--- src/rtl/bi_stream_accum_pkg.sv ---
// Shared types, defaults and the saturation helper for the bipolar stream accumulator.
package bi_stream_accum_pkg;

    localparam int DEFAULT_WINDOW_LOG2 = 8;
    localparam int DEFAULT_SCALE_LOG2  = 4;
    localparam int DEFAULT_OUT_W       = 14;

    typedef enum logic [1:0] {
        IDLE,
        COUNT,
        HOLD
    } state_t;

    // Clamp a signed value into the range of a w-bit two's complement number.
    function automatic logic signed [31:0] sat_signed(input logic signed [31:0] x,
                                                      input int unsigned       w);
        logic signed [31:0] hi;
        logic signed [31:0] lo;
        hi = (32'sd1 <<< (w - 1)) - 32'sd1;
        lo = -(32'sd1 <<< (w - 1));
        if (x > hi)
            return hi;
        else if (x < lo)
            return lo;
        else
            return x;
    endfunction

endpackage

--- src/rtl/bi_win_counter.sv ---
// Window counter: ones count c and sample count n over 2^WINDOW_LOG2 enabled samples.
module bi_win_counter
    import bi_stream_accum_pkg::*;
#(
    parameter int WINDOW_LOG2 = DEFAULT_WINDOW_LOG2
) (
    input  logic                   clk,
    input  logic                   rst,
    input  logic                   clear,
    input  logic                   iEn,
    input  logic                   iBit,
    output logic [WINDOW_LOG2:0]   c,
    output logic [WINDOW_LOG2-1:0] n,
    output logic                   last
);

    logic [WINDOW_LOG2:0]   c_reg;
    logic [WINDOW_LOG2-1:0] n_reg;

    always_ff @(posedge clk) begin
        if (rst || clear) begin
            c_reg <= '0;
            n_reg <= '0;
        end else if (iEn) begin
            c_reg <= c_reg + {{WINDOW_LOG2{1'b0}}, iBit};
            n_reg <= n_reg + WINDOW_LOG2'(1);
        end
    end

    assign c    = c_reg;
    assign n    = n_reg;
    // Asserted while the sample that completes the window is being taken.
    assign last = iEn && (n_reg == {WINDOW_LOG2{1'b1}});

endmodule

--- src/rtl/bi_stream_accum.sv ---
// Bipolar stochastic stream accumulator with valid/ready result handshake.
// Optional running estimate output oPartial when BI_STREAM_ACCUM_PARTIAL_EN is defined.
module bi_stream_accum
    import bi_stream_accum_pkg::*;
#(
    parameter int WINDOW_LOG2 = DEFAULT_WINDOW_LOG2,
    parameter int SCALE_LOG2  = DEFAULT_SCALE_LOG2,
    parameter int OUT_W       = DEFAULT_OUT_W
) (
    input  logic             clk,
    input  logic             rst,
    input  logic             start,
    input  logic             iEn,
    input  logic             iBit,
    output logic [OUT_W-1:0] oValue,
    output logic             oValid,
    input  logic             oReady,
    output logic             oBusy
`ifdef BI_STREAM_ACCUM_PARTIAL_EN
    ,
    output logic [OUT_W-1:0] oPartial
`endif
);

    localparam int RAW_W = WINDOW_LOG2 + SCALE_LOG2 + 2;
    localparam logic signed [RAW_W-1:0] WIN_S = RAW_W'(1 << WINDOW_LOG2);

    state_t                   state_reg;
    logic [OUT_W-1:0]         value_reg;
    logic                     valid_reg;
    logic                     busy_reg;

    logic                     cnt_clear;
    logic                     cnt_en;
    logic [WINDOW_LOG2:0]     c_cnt;
    logic [WINDOW_LOG2-1:0]   n_cnt;
    logic                     cnt_last;

    logic [WINDOW_LOG2:0]     c_next;
    logic signed [RAW_W-1:0]  raw_final;
    logic [OUT_W-1:0]         value_next;
    logic                     handshake;

    assign cnt_clear = rst || (state_reg != COUNT);
    assign cnt_en    = iEn && (state_reg == COUNT);
    assign handshake = valid_reg && oReady;

    bi_win_counter #(
        .WINDOW_LOG2 (WINDOW_LOG2)
    ) u_win_counter (
        .clk   (clk),
        .rst   (rst),
        .clear (cnt_clear),
        .iEn   (cnt_en),
        .iBit  (iBit),
        .c     (c_cnt),
        .n     (n_cnt),
        .last  (cnt_last)
    );

    // The final sample is still in flight when the window closes, so fold it in here.
    assign c_next     = c_cnt + {{WINDOW_LOG2{1'b0}}, iBit};
    assign raw_final  = (signed'(RAW_W'({c_next, 1'b0})) - WIN_S) <<< SCALE_LOG2;
    assign value_next = OUT_W'(sat_signed(32'(raw_final), OUT_W));

    always_ff @(posedge clk) begin
        if (rst) begin
            state_reg <= IDLE;
            value_reg <= '0;
            valid_reg <= 1'b0;
            busy_reg  <= 1'b0;
        end else begin
            case (state_reg)
                IDLE: begin
                    if (start) begin
                        state_reg <= COUNT;
                        busy_reg  <= 1'b1;
                    end
                end
                COUNT: begin
                    if (cnt_last) begin
                        state_reg <= HOLD;
                        value_reg <= value_next;
                        valid_reg <= 1'b1;
                        busy_reg  <= 1'b0;
                    end
                end
                HOLD: begin
                    if (handshake) begin
                        valid_reg <= 1'b0;
                        if (start) begin
                            state_reg <= COUNT;
                            busy_reg  <= 1'b1;
                        end else begin
                            state_reg <= IDLE;
                        end
                    end
                end
                default: begin
                    state_reg <= IDLE;
                    valid_reg <= 1'b0;
                    busy_reg  <= 1'b0;
                end
            endcase
        end
    end

    assign oValue = value_reg;
    assign oValid = valid_reg;
    assign oBusy  = busy_reg;

`ifdef BI_STREAM_ACCUM_PARTIAL_EN
    logic [WINDOW_LOG2:0]    n_next;
    logic signed [RAW_W-1:0] raw_partial;
    logic [OUT_W-1:0]        partial_reg;

    assign n_next      = {1'b0, n_cnt} + (WINDOW_LOG2 + 1)'(1);
    assign raw_partial = (signed'(RAW_W'({c_next, 1'b0})) - signed'(RAW_W'(n_next))) <<< SCALE_LOG2;

    always_ff @(posedge clk) begin
        if (rst || (state_reg == IDLE)) begin
            partial_reg <= '0;
        end else if ((state_reg == HOLD) && handshake && start) begin
            partial_reg <= '0;
        end else if (cnt_en) begin
            partial_reg <= OUT_W'(sat_signed(32'(raw_partial), OUT_W));
        end
    end

    assign oPartial = partial_reg;
`else
    logic unused_n;
    assign unused_n = ^n_cnt;
`endif

endmodule

--- config.mk ---
export PLATFORM = sky130hd
export DESIGN_NAME = bi_stream_accum
export DESIGN_NICKNAME = d
export VERILOG_FILES = /design/src/rtl/bi_stream_accum_pkg.sv /design/src/rtl/bi_win_counter.sv /design/src/rtl/bi_stream_accum.sv
export SDC_FILE = /design/constraint.sdc
export NUM_CORES = 1
export LEC_CHECK = 0
export ABC_AREA = 1
export BUFFER_PORTS_ARGS = -buffer_cell sky130_fd_sc_hd__buf_4
export CORE_AREA = 5 5 56 58
export DETAILED_ROUTE_END_ITERATION = 10
export DIE_AREA = 0 0 61 63
export GPL_TIMING_DRIVEN = 1
export PLACE_DENSITY_LB_ADDON = 0.12
export RECOVER_POWER = 50
export SLEW_MARGIN = 40
export SYNTH_ARGS = -nofsm -noshare
export SYNTH_HDL_FRONTEND = slang
export SYNTH_SLANG_ARGS = --single-unit
--- constraint.sdc ---
create_clock -name clk -period 4 [get_ports clk]
set_input_delay 1 -clock clk [delete_from_list [all_inputs] [get_ports clk]]
set_output_delay 1 -clock clk [all_outputs]
set_load 0.02 [all_outputs]
==> metrics <==
cell with the largest stage delay on the worst path=sky130_fd_sc_hd__nand3_1; post-layout instance count excluding filler cells=257; Max-slew headroom=0.615; largest net degree at the start of global routing=17; root buffer cell=sky130_fd_sc_hd__clkbuf_4; TritonCTS clock tree=yes; DRC violation count after routing=0; detailed-route vias per instance=4.99; y dimension of the die=63 um; number of antenna violations at the first check in global routing=0; Sum Neg Setup Slack=0 ns; critical path fanouts, max=10; r2r worst-path depth=7; number of buffers on the longest clock path=2; Switching Fraction=0.251; count of inserted antenna diode cells=0; total count of hold-check failures in the final report=0; Synth cell types=28; Period Utilization, post-route=0.604; predominant post-synthesis flop cell=sky130_fd_sc_hd__dfxtp_1; worst path bufs/invs=3; number of nets in the finished design=234; Mapped Avg Cell Area=7.26 um2; netlist area before placement=1490 um2; max incr delay on CP=0.39 ns; destination of the worst register-to-register timing path=oValue[11]; Cell Pwr Density=330 nW/um2; critical path required time=4.25 ns; total congestion overflow=0; Ys Warns=0; clock slew at the register clock pins of the worst setup and hold paths=0.09 ns; share of flip-flops with an asynchronous set or reset after synthesis=0; kind of launch point of the worst setup path=primary input; count of pins over their slew limit=0; number of buffers inserted during clock tree synthesis=5; number of buffers inserted for hold repair after clock tree synthesis=0; total of buffers placed on input and output ports=16; run status=completed; kind of capture point of the worst setup path=register; Endpoint, Worst Hold=u_win_counter.n[5]; number of H-tree levels=2; part of the power in registers=0.573; worst-skew pair later-pin latency=0.32 ns; vias in the first global route=1187; worst hold path stage count=2; clock network power share=0.341; shortest clock period the worst path allows after layout=2.42 ns; family of cells with the greatest summed delay on the critical path=buffers and inverters; area grow syn2layout=9.75%; number of vias in the routed layout=1283; cells traversed along the worst timing path=clkbuf_1, inv_1, nor2_1, nand3_1, clkinvlp_2, nand2_1, a21oi_1; post-layout util=0.625; HPWL Detailed=2230 um; crit path kind=in2reg; share of cells above drive strength 1=0.137; wire length of the first global-routing pass=4900 um; Placed Cells incl. Taps=249; worst slew pin tran=0.578 ns; number of violations reported at the end of detailed-routing iteration 0=38; gr usage total=0.164; x dimension of the die=61 um; data arrival time at the worst-slack endpoint=2.66 ns; post_cts resized=0; leading cell type in the layout, fill and taps excluded=sky130_fd_sc_hd__nand2_1; sequential element share of the synthesized area=0.403; number of enable-type register cells in the synthesized netlist=0; Synth Register Bits=30; Max Clock Freq=414 MHz; post-synthesis instance total=205; worst vdd ir=0.000265 V; Max Cap Viol=0; RSZ-0062 raised after global routing=no; number of primary I/O pins=22; fill cell total of the finished layout=244; Post-CTS Setup Bufs=0; starting density of the core=0.569; number of cell rows=19; routed length per instance=11.1 um; part of the total power dissipated in combinational logic=0.086; overall die area=3840 um2; residual antenna-violating net count after detailed routing=0; reg2reg start=u_win_counter.n[0]; commonest cells after routing, fill and taps aside=sky130_fd_sc_hd__nand2_1 (46), sky130_fd_sc_hd__nor2_1 (30), sky130_fd_sc_hd__dfxtp_1 (30); static leakage power=0.727 nW; area of the core=2620 um2; Worst Hold Launch=u_win_counter.n[5]; maximum clock skew at final layout=0.00753 ns; hold crit path type=reg2reg; Final Wtd Congestion=0.860; Final setup violation count=0; internal portion of total power=404 uW; first-pass iteration count of the detailed router=4; routed wire length=2850 um; TritonCTS sink count=30; worst-case register-to-register setup slack=2.15 ns; net switching power=136 uW
[kinds of logic (layout without fill, tap and decap cells)]
| family | count (synthesis) | after routing | synth area share |
|---|---|---|---|
| adders and majority gates | 3 | 3 | 0.0252 |
| buffers and inverters | 35 | 52 | 0.105 |
| and+or+nand+nor | 94 | 94 | 0.292 |
| xor gates and xnor gates | 7 | 7 | 0.0412 |
| DFF | 30 | 30 | 0.403 |
| other | 1 | 5 | 0.00252 |
| AOI/OAI and AO/OA | 35 | 35 | 0.130 |
[worst max-delay path by stage]
stage / startpoint / to / slack (ns) / cells after the start
2_1_floorplan: iBit / u_win_counter.c[6] / 1.89 / 8
3_3_place_gp: iBit / u_win_counter.c[6] / 1.72 / 9
3_5_place_dp: iBit / u_win_counter.c[6] / 1.65 / 9
4_1_cts: iBit / u_win_counter.c[6] / 2.01 / 9
5_1_grt: iEn / oValue[9] / 1.34 / 7
6_report: iEn / oValue[9] / 1.58 / 7
[final cells by class]
class / instances / area [um2] / share of cell area
flip-flops and latches: 30 / 601 / 0.368
repair buffers: 16 / 113 / 0.0689
well taps: 31 / 38.8 / 0.0237
inverters: 28 / 106 / 0.0651
clock buffers: 7 / 55.1 / 0.0337
clock inverters: 1 / 5.00 / 0.00306
multi-input cells: 144 / 716 / 0.438
[power groups by stage]
stage,Clock [mW],Sequential [mW],Combinational (mW)
after floorplan,0,0.318,0.0372
after CTS,0.191,0.309,0.0504
after global placement,0,0.316,0.0489
after detailed placement,0,0.316,0.0503
final,0.184,0.309,0.0466
after global routing,0.208,0.310,0.0516
[layer usage]
metal  wire, um  GRT usage  up-vias
met5          0          0        -
li1           -          -      677
met1       1250      0.194      570
met2       1380      0.273       30
met3        173     0.0434        6
met4         48     0.0650        0
[through the flow]
| step | worst slack (ns) | power [mW] | cell area [um2] | hold WS, ns |
|---|---|---|---|---|
| after detailed placement | 1.65 | 0.367 | 1620 | 0.443 |
| after global placement | 1.72 | 0.365 | 1620 | 0.430 |
| after floorplan | 1.89 | 0.355 | 1500 | 0.423 |
| after CTS | 2.01 | 0.551 | 1680 | 0.458 |
| after global routing | 1.34 | 0.570 | 1630 | 0.482 |
| final | 1.58 | 0.540 | 1630 | 0.464 |
[cells in the mapped netlist, types with 2 or more instances]
cell / count / area [um2]
sky130_fd_sc_hd__a21oi_1: 17 / 85.1
sky130_fd_sc_hd__ha_1: 3 / 37.5
sky130_fd_sc_hd__a21oi_2: 3 / 26.3
sky130_fd_sc_hd__nor2_4: 3 / 33.8
sky130_fd_sc_hd__xor2_1: 5 / 43.8
sky130_fd_sc_hd__dfxtp_1: 30 / 601
sky130_fd_sc_hd__inv_1: 24 / 90.1
sky130_fd_sc_hd__o21ai_0: 12 / 60.1
sky130_fd_sc_hd__nand2_1: 46 / 173
sky130_fd_sc_hd__nor2_1: 28 / 105
sky130_fd_sc_hd__nand3_1: 10 / 50.1
sky130_fd_sc_hd__inv_2: 3 / 11.3
sky130_fd_sc_hd__buf_4: 5 / 37.5
sky130_fd_sc_hd__xnor2_1: 2 / 17.5
[worst register-to-register path, cell delays in order, from the launching register on]
cell,delay [ns]
sky130_fd_sc_hd__dfxtp_1,0.35
sky130_fd_sc_hd__ha_1,0.20
sky130_fd_sc_hd__inv_1,0.14
sky130_fd_sc_hd__nor2_1,0.07
sky130_fd_sc_hd__nand3_1,0.33
sky130_fd_sc_hd__clkinvlp_2,0.41
sky130_fd_sc_hd__nand2_1,0.17
sky130_fd_sc_hd__a21oi_2,0.06
Power figures use the tool's default switching activity.
